$ cat config.mk
export PLATFORM = sky130hd
export DESIGN_NAME = pwm_capture
export DESIGN_NICKNAME = d
export VERILOG_FILES = /design/src/rtl/pwm_capture.sv
export SDC_FILE = /design/constraint.sdc
export NUM_CORES = 1
export LEC_CHECK = 0
export CAP_MARGIN = 20
export CORE_MARGIN = 5
export CORE_UTILIZATION = 44
export DETAILED_ROUTE_END_ITERATION = 12
export PLACE_DENSITY_LB_ADDON = 0.05
export SETUP_SLACK_MARGIN = 0.02
export SLEW_MARGIN = 15
export SYNTH_ARGS = -nofsm -noshare
export SYNTH_HDL_FRONTEND = slang
export SYNTH_SLANG_ARGS = --single-unit
$ cat constraint.sdc
create_clock -name clk -period 8 [get_ports clk]
set_clock_uncertainty 0.2 [all_clocks]
set_input_delay 0.8 -clock clk [delete_from_list [all_inputs] [get_ports clk]]
set_output_delay 0.8 -clock clk [all_outputs]
set_load 0.005 [all_outputs]
$ cat src/rtl/pwm_capture.sv
// PWM capture: measures period and high time of pwm_in in 1/16-period steps.
// Define PWM_CAPTURE_GLITCH_FILTER_EN to add a 3-sample majority filter on the synced input.
module pwm_capture #(
  parameter int CLK_FREQ = 50_000_000,
  parameter int PWM_FREQ = 10_000
) (
  input  logic       clk,
  input  logic       rst,
  input  logic       pwm_in,
  output logic [4:0] duty,
  output logic       duty_valid,
  output logic       locked,
  output logic       period_err,
  output logic       timeout
);
  localparam int PWM_STEPS   = 16;
  localparam int STEP_CYCLES = CLK_FREQ / (PWM_FREQ * PWM_STEPS);
  localparam int TO_CYCLES   = 32 * STEP_CYCLES;
  localparam int CNT_W       = $clog2(TO_CYCLES + 1);

  localparam logic [CNT_W-1:0] SC_C    = CNT_W'(STEP_CYCLES);
  localparam logic [CNT_W-1:0] HALF_C  = CNT_W'(STEP_CYCLES / 2);
  localparam logic [CNT_W-1:0] TO_C    = CNT_W'(TO_CYCLES);
  localparam logic [CNT_W-1:0] TOM1_C  = CNT_W'(TO_CYCLES - 1);
  localparam logic [CNT_W-1:0] ONE_C   = CNT_W'(1);
  localparam logic [CNT_W-1:0] FULL_C  = CNT_W'(PWM_STEPS);
  localparam logic [CNT_W-1:0] LO_C    = CNT_W'(PWM_STEPS - 1);
  localparam logic [CNT_W-1:0] HI_C    = CNT_W'(PWM_STEPS + 1);

  typedef enum logic {IDLE, MEASURE} state_t;

  // Round-half-up conversion of a cycle count into step units.
  function automatic logic [CNT_W-1:0] quantize(input logic [CNT_W-1:0] cnt);
    logic [CNT_W-1:0] whole;
    logic [CNT_W-1:0] frac;
    whole = cnt / SC_C;
    frac  = cnt % SC_C;
    return (frac >= HALF_C) ? whole + ONE_C : whole;
  endfunction

  function automatic logic [4:0] sat_duty(input logic [CNT_W-1:0] steps);
    return (steps > FULL_C) ? 5'd16 : steps[4:0];
  endfunction

  logic sync1_q, sync2_q;
  logic lvl;
  logic lvl_q, rise_q;

  always_ff @(posedge clk or posedge rst) begin
    if (rst) begin
      sync1_q <= 1'b0;
      sync2_q <= 1'b0;
    end else begin
      sync1_q <= pwm_in;
      sync2_q <= sync1_q;
    end
  end

`ifdef PWM_CAPTURE_GLITCH_FILTER_EN
  logic maj1_q, maj2_q, filt_q;

  always_ff @(posedge clk or posedge rst) begin
    if (rst) begin
      maj1_q <= 1'b0;
      maj2_q <= 1'b0;
      filt_q <= 1'b0;
    end else begin
      maj1_q <= sync2_q;
      maj2_q <= maj1_q;
      filt_q <= (sync2_q & maj1_q) | (sync2_q & maj2_q) | (maj1_q & maj2_q);
    end
  end

  assign lvl = filt_q;
`else
  assign lvl = sync2_q;
`endif

  // lvl_q is the level aligned with rise_q; it feeds both the high counter and timeout duty.
  always_ff @(posedge clk or posedge rst) begin
    if (rst) begin
      lvl_q  <= 1'b0;
      rise_q <= 1'b0;
    end else begin
      lvl_q  <= lvl;
      rise_q <= lvl & ~lvl_q;
    end
  end

  state_t           state_q, state_d;
  logic [CNT_W-1:0] period_cnt_q, period_cnt_d;
  logic [CNT_W-1:0] high_cnt_q, high_cnt_d;
  logic [CNT_W-1:0] p_steps, h_steps;
  logic [4:0]       duty_q, duty_d;
  logic             duty_valid_q, duty_valid_d;
  logic             locked_q, locked_d;
  logic             period_err_q, period_err_d;
  logic             timeout_q, timeout_d;

  always_ff @(posedge clk or posedge rst) begin
    if (rst) begin
      state_q      <= IDLE;
      period_cnt_q <= '0;
      high_cnt_q   <= '0;
      duty_q       <= 5'd0;
      duty_valid_q <= 1'b0;
      locked_q     <= 1'b0;
      period_err_q <= 1'b0;
      timeout_q    <= 1'b0;
    end else begin
      state_q      <= state_d;
      period_cnt_q <= period_cnt_d;
      high_cnt_q   <= high_cnt_d;
      duty_q       <= duty_d;
      duty_valid_q <= duty_valid_d;
      locked_q     <= locked_d;
      period_err_q <= period_err_d;
      timeout_q    <= timeout_d;
    end
  end

  always_comb begin
    state_d      = state_q;
    period_cnt_d = (period_cnt_q == TO_C) ? TO_C : period_cnt_q + ONE_C;
    high_cnt_d   = (high_cnt_q == TO_C || !lvl_q) ? high_cnt_q : high_cnt_q + ONE_C;
    duty_d       = duty_q;
    duty_valid_d = 1'b0;
    locked_d     = locked_q;
    period_err_d = 1'b0;
    timeout_d    = timeout_q;
    p_steps      = quantize(period_cnt_q);
    h_steps      = quantize(high_cnt_q);

    if (rise_q) begin
      // The rise cycle itself is the first cycle of the new period, and it is high.
      period_cnt_d = ONE_C;
      high_cnt_d   = ONE_C;
      timeout_d    = 1'b0;
      state_d      = MEASURE;
      if (state_q == MEASURE) begin
        if (p_steps >= LO_C && p_steps <= HI_C) begin
          duty_d       = sat_duty(h_steps);
          duty_valid_d = 1'b1;
          locked_d     = 1'b1;
        end else begin
          period_err_d = 1'b1;
          locked_d     = 1'b0;
        end
      end
    end else if (period_cnt_q == TOM1_C) begin
      // Fires once: the counter then saturates at TO_C and never matches again.
      timeout_d    = 1'b1;
      locked_d     = 1'b0;
      duty_d       = lvl_q ? 5'd16 : 5'd0;
      duty_valid_d = 1'b1;
      state_d      = IDLE;
    end
  end

  assign duty       = duty_q;
  assign duty_valid = duty_valid_q;
  assign locked     = locked_q;
  assign period_err = period_err_q;
  assign timeout    = timeout_q;

endmodule
# Word level (Yosys, flattened, before mapping)

Cells that the tools add are included.

Bits in registers: 42
Latch bits: 0
Memory bits (writable): 0
Bits in read-only memories: 0
Output and inout port bits: 9
Memories kept: 0

Add/sub/neg operators: 4
Multipliers: 0
Divide/modulo/power cells: 4
Magnitude comparators: 5
Equal/unequal tests: 6
Shift operators: 0
Muxes and demuxes: 25
Bitwise operators: 2
Reductions and logical operators: 6

Operators by type and width:

| operator                                                                              | count |
|---|---|
| 14-bit 2-to-1 mux                                                                     | 6 |
| 14-bit by 1-bit adder with 14-bit output (second input constant)                      | 4 |
| 14-bit equality test (second input constant)                                          | 3 |
| 5-bit 2-to-1 mux                                                                      | 6 |
| 14-bit by 9-bit divider with 14-bit output (second input constant)                    | 2 |
| 14-bit by 8-bit greater-or-equal comparator with 1-bit output (second input constant) | 2 |
| 14-bit by 9-bit remainder unit with 14-bit output (second input constant)             | 2 |
| 14-bit by 4-bit greater-or-equal comparator with 1-bit output (second input constant) | 1 |
| 14-bit by 5-bit greater-than comparator with 1-bit output (second input constant)     | 1 |
| 14-bit by 5-bit <= comparator with 1-bit output (second input constant)               | 1 |
| 1-bit 2-to-1 mux                                                                      | 13 |
| 2-bit by 1-bit != test with 1-bit output (second input constant)                      | 2 |
| 3-bit AND reduction                                                                   | 1 |
| 2-bit != test (second input constant)                                                 | 1 |
| 2-bit AND reduction                                                                   | 1 |
| 2-bit nonzero test                                                                    | 1 |
| 1-bit AND                                                                             | 1 |
| 1-bit logical AND                                                                     | 1 |
| 1-bit logical NOT                                                                     | 1 |
| 1-bit logical OR                                                                      | 1 |
| 1-bit inverter                                                                        | 1 |

# Depth between registers and ports, before layout

Depth in word-level cells: 8
Mapped depth: 27
Gate-level depth less buffers: 22

# Least setup slack after synthesis

Ideal clock, no wire load.

Path type: flip-flop to flip-flop
From: reg period_cnt_q[12]
To: reg duty_q[4], in the netlist duty[4]
Library setup time: 0.127 ns
Arrival time: 5.273 ns
Data required time: 7.673 ns
Slack: 2.400 ns
Stages on the path, launching flop included: 24
Clock period less this slack: 5.600 ns
Path through: dfrtp_1 buf_6 or3b_2 nor2_1 o311ai_1 a21o_1 and4_1 buf_2 nand2_2 a41oi_1 a311oi_1 mux2_2 nor4_1 o311ai_2 and2_1 o21ai_1 ha_1 nand2_1 o21a_1 o311a_1 a21o_2 and2_2 inv_1 mux2_1

Word-level cells in the longest chain between the ends: 7
Elaborated cells between the ends (all ways): 12

RTL lines:

| what                                                                                                                                    | line   | RTL |
|---|---|---|
| start: declaration                                                                                                                      | 91     | `logic [CNT_W-1:0] period_cnt_q, period_cnt_d;` |
| start signal: assignment                                                                                                                | 112    | `period_cnt_q <= period_cnt_d;` |
| 14-bit by 9-bit divider with 14-bit output / 14-bit by 9-bit remainder unit with 14-bit output (equally long branches)                  | 36, 37 |  |
| 14-bit by 1-bit adder with 14-bit output / 14-bit by 8-bit greater-or-equal comparator with 1-bit output (equally long branches)        | 38     | `return (frac >= HALF_C) ? whole + ONE_C : whole;` |
| 14-bit 2-to-1 mux                                                                                                                       | 38     |  |
| 14-bit by 4-bit greater-or-equal comparator with 1-bit output / 14-bit by 5-bit <= comparator with 1-bit output (equally long branches) | 141    | `if (p_steps >= LO_C && p_steps <= HI_C) begin` |
| 1-bit logical AND                                                                                                                       | 141    |  |
| 2-bit by 1-bit != test with 1-bit output (no source line)                                                                               | --     |  |
| 3-bit AND reduction (no source line) *                                                                                                  | --     |  |
| end signal: assignment                                                                                                                  | 114    | `duty_q <= duty_d;` |
| end: declaration                                                                                                                        | 94     | `logic [4:0] duty_q, duty_d;` |

Mark *: on every way between the ends. The rest lies on a longest branch, timed or not.
A chain may end at the register's enable or synchronous reset.

# Worst setup path after layout

From: reg period_cnt_q[9]
To: reg duty_q[4], in the netlist duty[4]

Same word-level chain as after synthesis.

==> implementation parameters <==
Parameter                              Value

Global route
  Wire length of the first global-routing pass ... 25510 um
  Vias in the first global route ... 5145
  Total Routing Usage GR ... 0.2041
  Maximum number of pins on one net before global-route repair ... 43
  Global route overflow ... 0
  Antenna violations before repair ... 0

CTS
  Post-CTS setup buffer count ... 0
  Count of cells resized by post-cts repair ... 0
  Clock-pin slew reported for the worst setup and hold paths after clock tree synthesis ... 60 ps
  H-tree Lvls ... 2
  Total clock buffers created by CTS ... 5
  Clock root buffer ... clkbuf_16
  Hold-fix buffer count after cts ... 0
  Insertion delay to the later sink of the worst-skew pair ... 280 ps
  Clk sink count ... 42
  CTS tree ... built
  Bufs on Longest Clock Path ... 2

Logic synthesis
  Flop and latch count out of synthesis ... 42
  Compound-gate portion of the synthesized area ... 0.3465
  Fraction of synthesized cell area in xor and xnor cells ... 0.05151
  Gate Count Post-Synth ... 741
  Count of flip-flops with a built-in enable after synthesis ... 0
  Synth Area in Adders ... 0.01717
  Share of cell area taken by muxes after synthesis ... 0.04281
  Per-instance average area after synthesis ... 7.573 um^2
  Combinational family with the most area after synthesis ... compound AO/OA/AOI/OAI gates
  Post-synthesis share of cell area spent on and, or, nand and nor gates ... 0.2905
  Unique masters post-synth ... 110
  Portion of the post-synthesis area used by sequential elements ... 0.1873
  Top flip-flop cell by instance count after synthesis ... dfrtp_1
  Share of flip-flops with an asynchronous set or reset ... 1.000
  Net Count, Synth ... 750
  Cell Area, Synth ... 0.005612 mm^2
  Ys Warns ... 0

Die
  Floorplan die area ... 0.01511 mm^2
  Number of placed I/O pins ... 12
  Chip Height ... 122.9 um
  Placement Rows ... 41
  Starting density of the core ... 0.4465
  Horizontal die dimension ... 122.9 um
  Placeable core area ... 0.01257 mm^2

Cells and area
  Highest-count cells in the layout ignoring fill and taps ... nor2_1, nand2_1, a21oi_1
  Most common cell after layout, fill and taps aside ... nor2_1
  Antenna diode instance count ... 0
  Net count reported at finish ... 723
  Layout cell share with drive strength beyond 1 ... 0.1021
  Syn-to-layout area delta ... 4.905%

Power and ir drop
  Sw Pwr ... 0.1557 mW
  Clk pwr share ... 0.441
  Combinational share of power ... 0.125
  Sequential share of power ... 0.434
  Power per Cell Area ... 101.0 mW/mm^2
  Switch share ... 0.2620
  Leakage power total ... 2.224 nW
  Peak VDD IR ... 70.74 uV
  Internal Pwr Total ... 0.4387 mW
  Final Power ... 0.5944 mW

Critical path
  Beginning of the worst register-to-register path ... period_cnt_q[9]$_DFF_PP0_
  Kind of capture point of the worst setup path ... register
  Data arrival time at the worst-slack endpoint ... 6700 ps
  CP Class ... register to register
  Setup slack, reg-to-reg ... 1270 ps
  Delay of the slowest critical-path stage ... 710 ps
  Worst setup SP type ... register
  Cell-by-cell listing of the critical path ... nand2_1 > a2111oi_1 > o311ai_1 > a21o_1 > and4_1 > nand2_2 > a41oi_1 > a311oi_1 > mux2i_1 > a211oi_1 > o311ai_2 > and2_1 > o21ai_1 > ha_1 > or2_2 > o21a_1 > o311a_1 > a21o_2 > and2_2 > inv_1 > mux2_1
  Required time of the critical path ... 7970 ps
  Worst reg2reg path endpoint ... duty[4]$_DFFE_PP0P_
  Maximum fanout along the worst path ... 19
  Cell count of the worst reg-to-reg path ... 21
  Critical-path top delay cell ... dfrtp_1

Routing
  Via density per instance ... 6.373
  Remaining routing DRC violations ... 0
  Final wirelength ... 15250 um
  Count of nets left with antenna violations after detail routing ... 0
  Detailed-router iteration count before antenna repair ... 5
  Wire length per cell after detailed routing ... 17.19 um
  Number of DRC violations after detailed-routing iteration 0 ... 519
  Number of vias in the routed layout ... 5653

STA
  Transition time at the pin with the least slew margin ... 951.5 ps
  Max Freq ... 0.1485 GHz
  Count of final hold-check violations ... 0
  Number of max-slew violations in the final report ... 0
  Sum of negative setup slack ... 0 ps
  Fraction of the cycle the final worst path needs ... 0.8415
  Worst slew margin relative to its limit ... 0.3657
  RSZ-0062 raised after global routing ... false
  Final setup viols ... 0
  Time the worst path needs with I/O delays and setup ... 6732 ps

Placement
  HPWL after detailed placement ... 11540 um
  Weighted congestion at the end of routability-driven global placement ... 0.8922
  Number of input and output port buffers inserted ... 11

Flow run
  Number of max-capacitance violations reported ... 0

Min path
  Worst Hold Launch ... sync1_q$_DFF_PP0_
  Min-Delay Endpoint ... lvl$_DFF_PP0_
  Type of the worst min-delay path ... register to register
  Min-Delay Path Depth ... 0

Status
  Outcome ... finished, final reports clean
layer usage:
metal / global-route usage / up-vias / wire [um]
li1: - / 2744 / -
met5: 0 / - / 0
met3: 0.01189 / 42 / 540
met4: 0.08328 / 0 / 488
met1: 0.2655 / 2684 / 6809
met2: 0.3533 / 183 / 7408
worst max path at each step:
stage | startpoint | endpoint | slack (ps)
final | period_cnt_q[9]$_DFF_PP0_ | duty[4]$_DFFE_PP0P_ | 1270
after detailed placement | period_cnt_q[9]$_DFF_PP0_ | duty[4]$_DFFE_PP0P_ | 1350
after global placement | period_cnt_q[9]$_DFF_PP0_ | duty[4]$_DFFE_PP0P_ | 1360
after floorplan | period_cnt_q[12]$_DFF_PP0_ | duty[4]$_DFFE_PP0P_ | 2400
after CTS | period_cnt_q[9]$_DFF_PP0_ | duty[4]$_DFFE_PP0P_ | 1340
after global routing | period_cnt_q[9]$_DFF_PP0_ | duty[4]$_DFFE_PP0P_ | 770
state kept, by name, summed over array words and instances, names as in the netlist:
signal and flops:
timeout 1, duty_valid 1, lvl_q 1, rise_q 1
sync1_q 1, lvl 1, period_cnt_q 14, high_cnt_q 14
period_err 1, locked 1, duty 5, state_q 1
area by class of cell:
type	instances	area (um^2)
Clock inverter	3	68.82
Timing Repair Buffer	12	117.6
Multi-Input combinational cell	624	4200
Fill cell	1268	6681
Sequential cell	42	1051
Clock buffer	5	125.1
Inverter	29	108.9
Tap cell	172	215.2
through the flow:
stage | instance area, um^2 | hold slack [ps] | util | setup WS [ps] | std cells
final | 5887 | 166.6 | 0.4684 | 1268 | 887
after global routing | 5887 | 175.3 | 0.4684 | 771.4 | 887
after CTS | 5887 | 170.6 | 0.4684 | 1337 | 887
after detailed placement | 5693 | 146.4 | 0.4530 | 1351 | 879
after global placement | 5693 | 138.9 | 0.4530 | 1362 | 879
after floorplan | 5612 | 131.2 | - | 2400 | 741
cells by family after synthesis:
kind of cell / count (synthesis)
flip-flops: 42
adder cells (fa/ha/maj): 8
buffers and inverters: 75
XOR/XNOR: 33
AO/OA/AOI/OAI: 250
AND/OR/NAND/NOR: 310
multiplexers: 23
cell usage after synthesis, types with 14 or more instances:
library cell | instances | area (um^2)
o21ai_0 | 33 | 165.2
dfrtp_1 | 42 | 1051
and3_1 | 15 | 93.84
clkbuf_1 | 21 | 78.83
xnor2_1 | 25 | 219.0
nor3_1 | 19 | 95.09
inv_1 | 27 | 101.4
nand3_1 | 35 | 175.2
o211ai_1 | 14 | 105.1
nand2_1 | 67 | 251.5
nor2_1 | 71 | 266.5
a21oi_1 | 44 | 220.2
nand2b_1 | 15 | 93.84
mux2i_1 | 15 | 150.1
power by group through the flow:
| stage | Sequential, mW | Combinational [mW] | Clock, mW |
|---|---|---|---|
| after detailed placement | 0.262 | 0.0746 | 0 |
| final | 0.258 | 0.0740 | 0.262 |
| after CTS | 0.258 | 0.0753 | 0.270 |
| after floorplan | 0.247 | 0.0628 | 0 |
| after global placement | 0.262 | 0.0727 | 0 |
| after global routing | 0.261 | 0.0848 | 0.280 |
worst max-delay path: cells and delay by family (launching register included):
kind                     cells  cell delay [ps]
AO/OA/AOI/OAI               11             3050
AND/OR/NAND/NOR              6             1510
multiplexers                 2              810
flip-flops                   1              710
adder cells (fa/ha/maj)      1              210
buffers and inverters        1              130
Power figures use the tool's default switching activity.
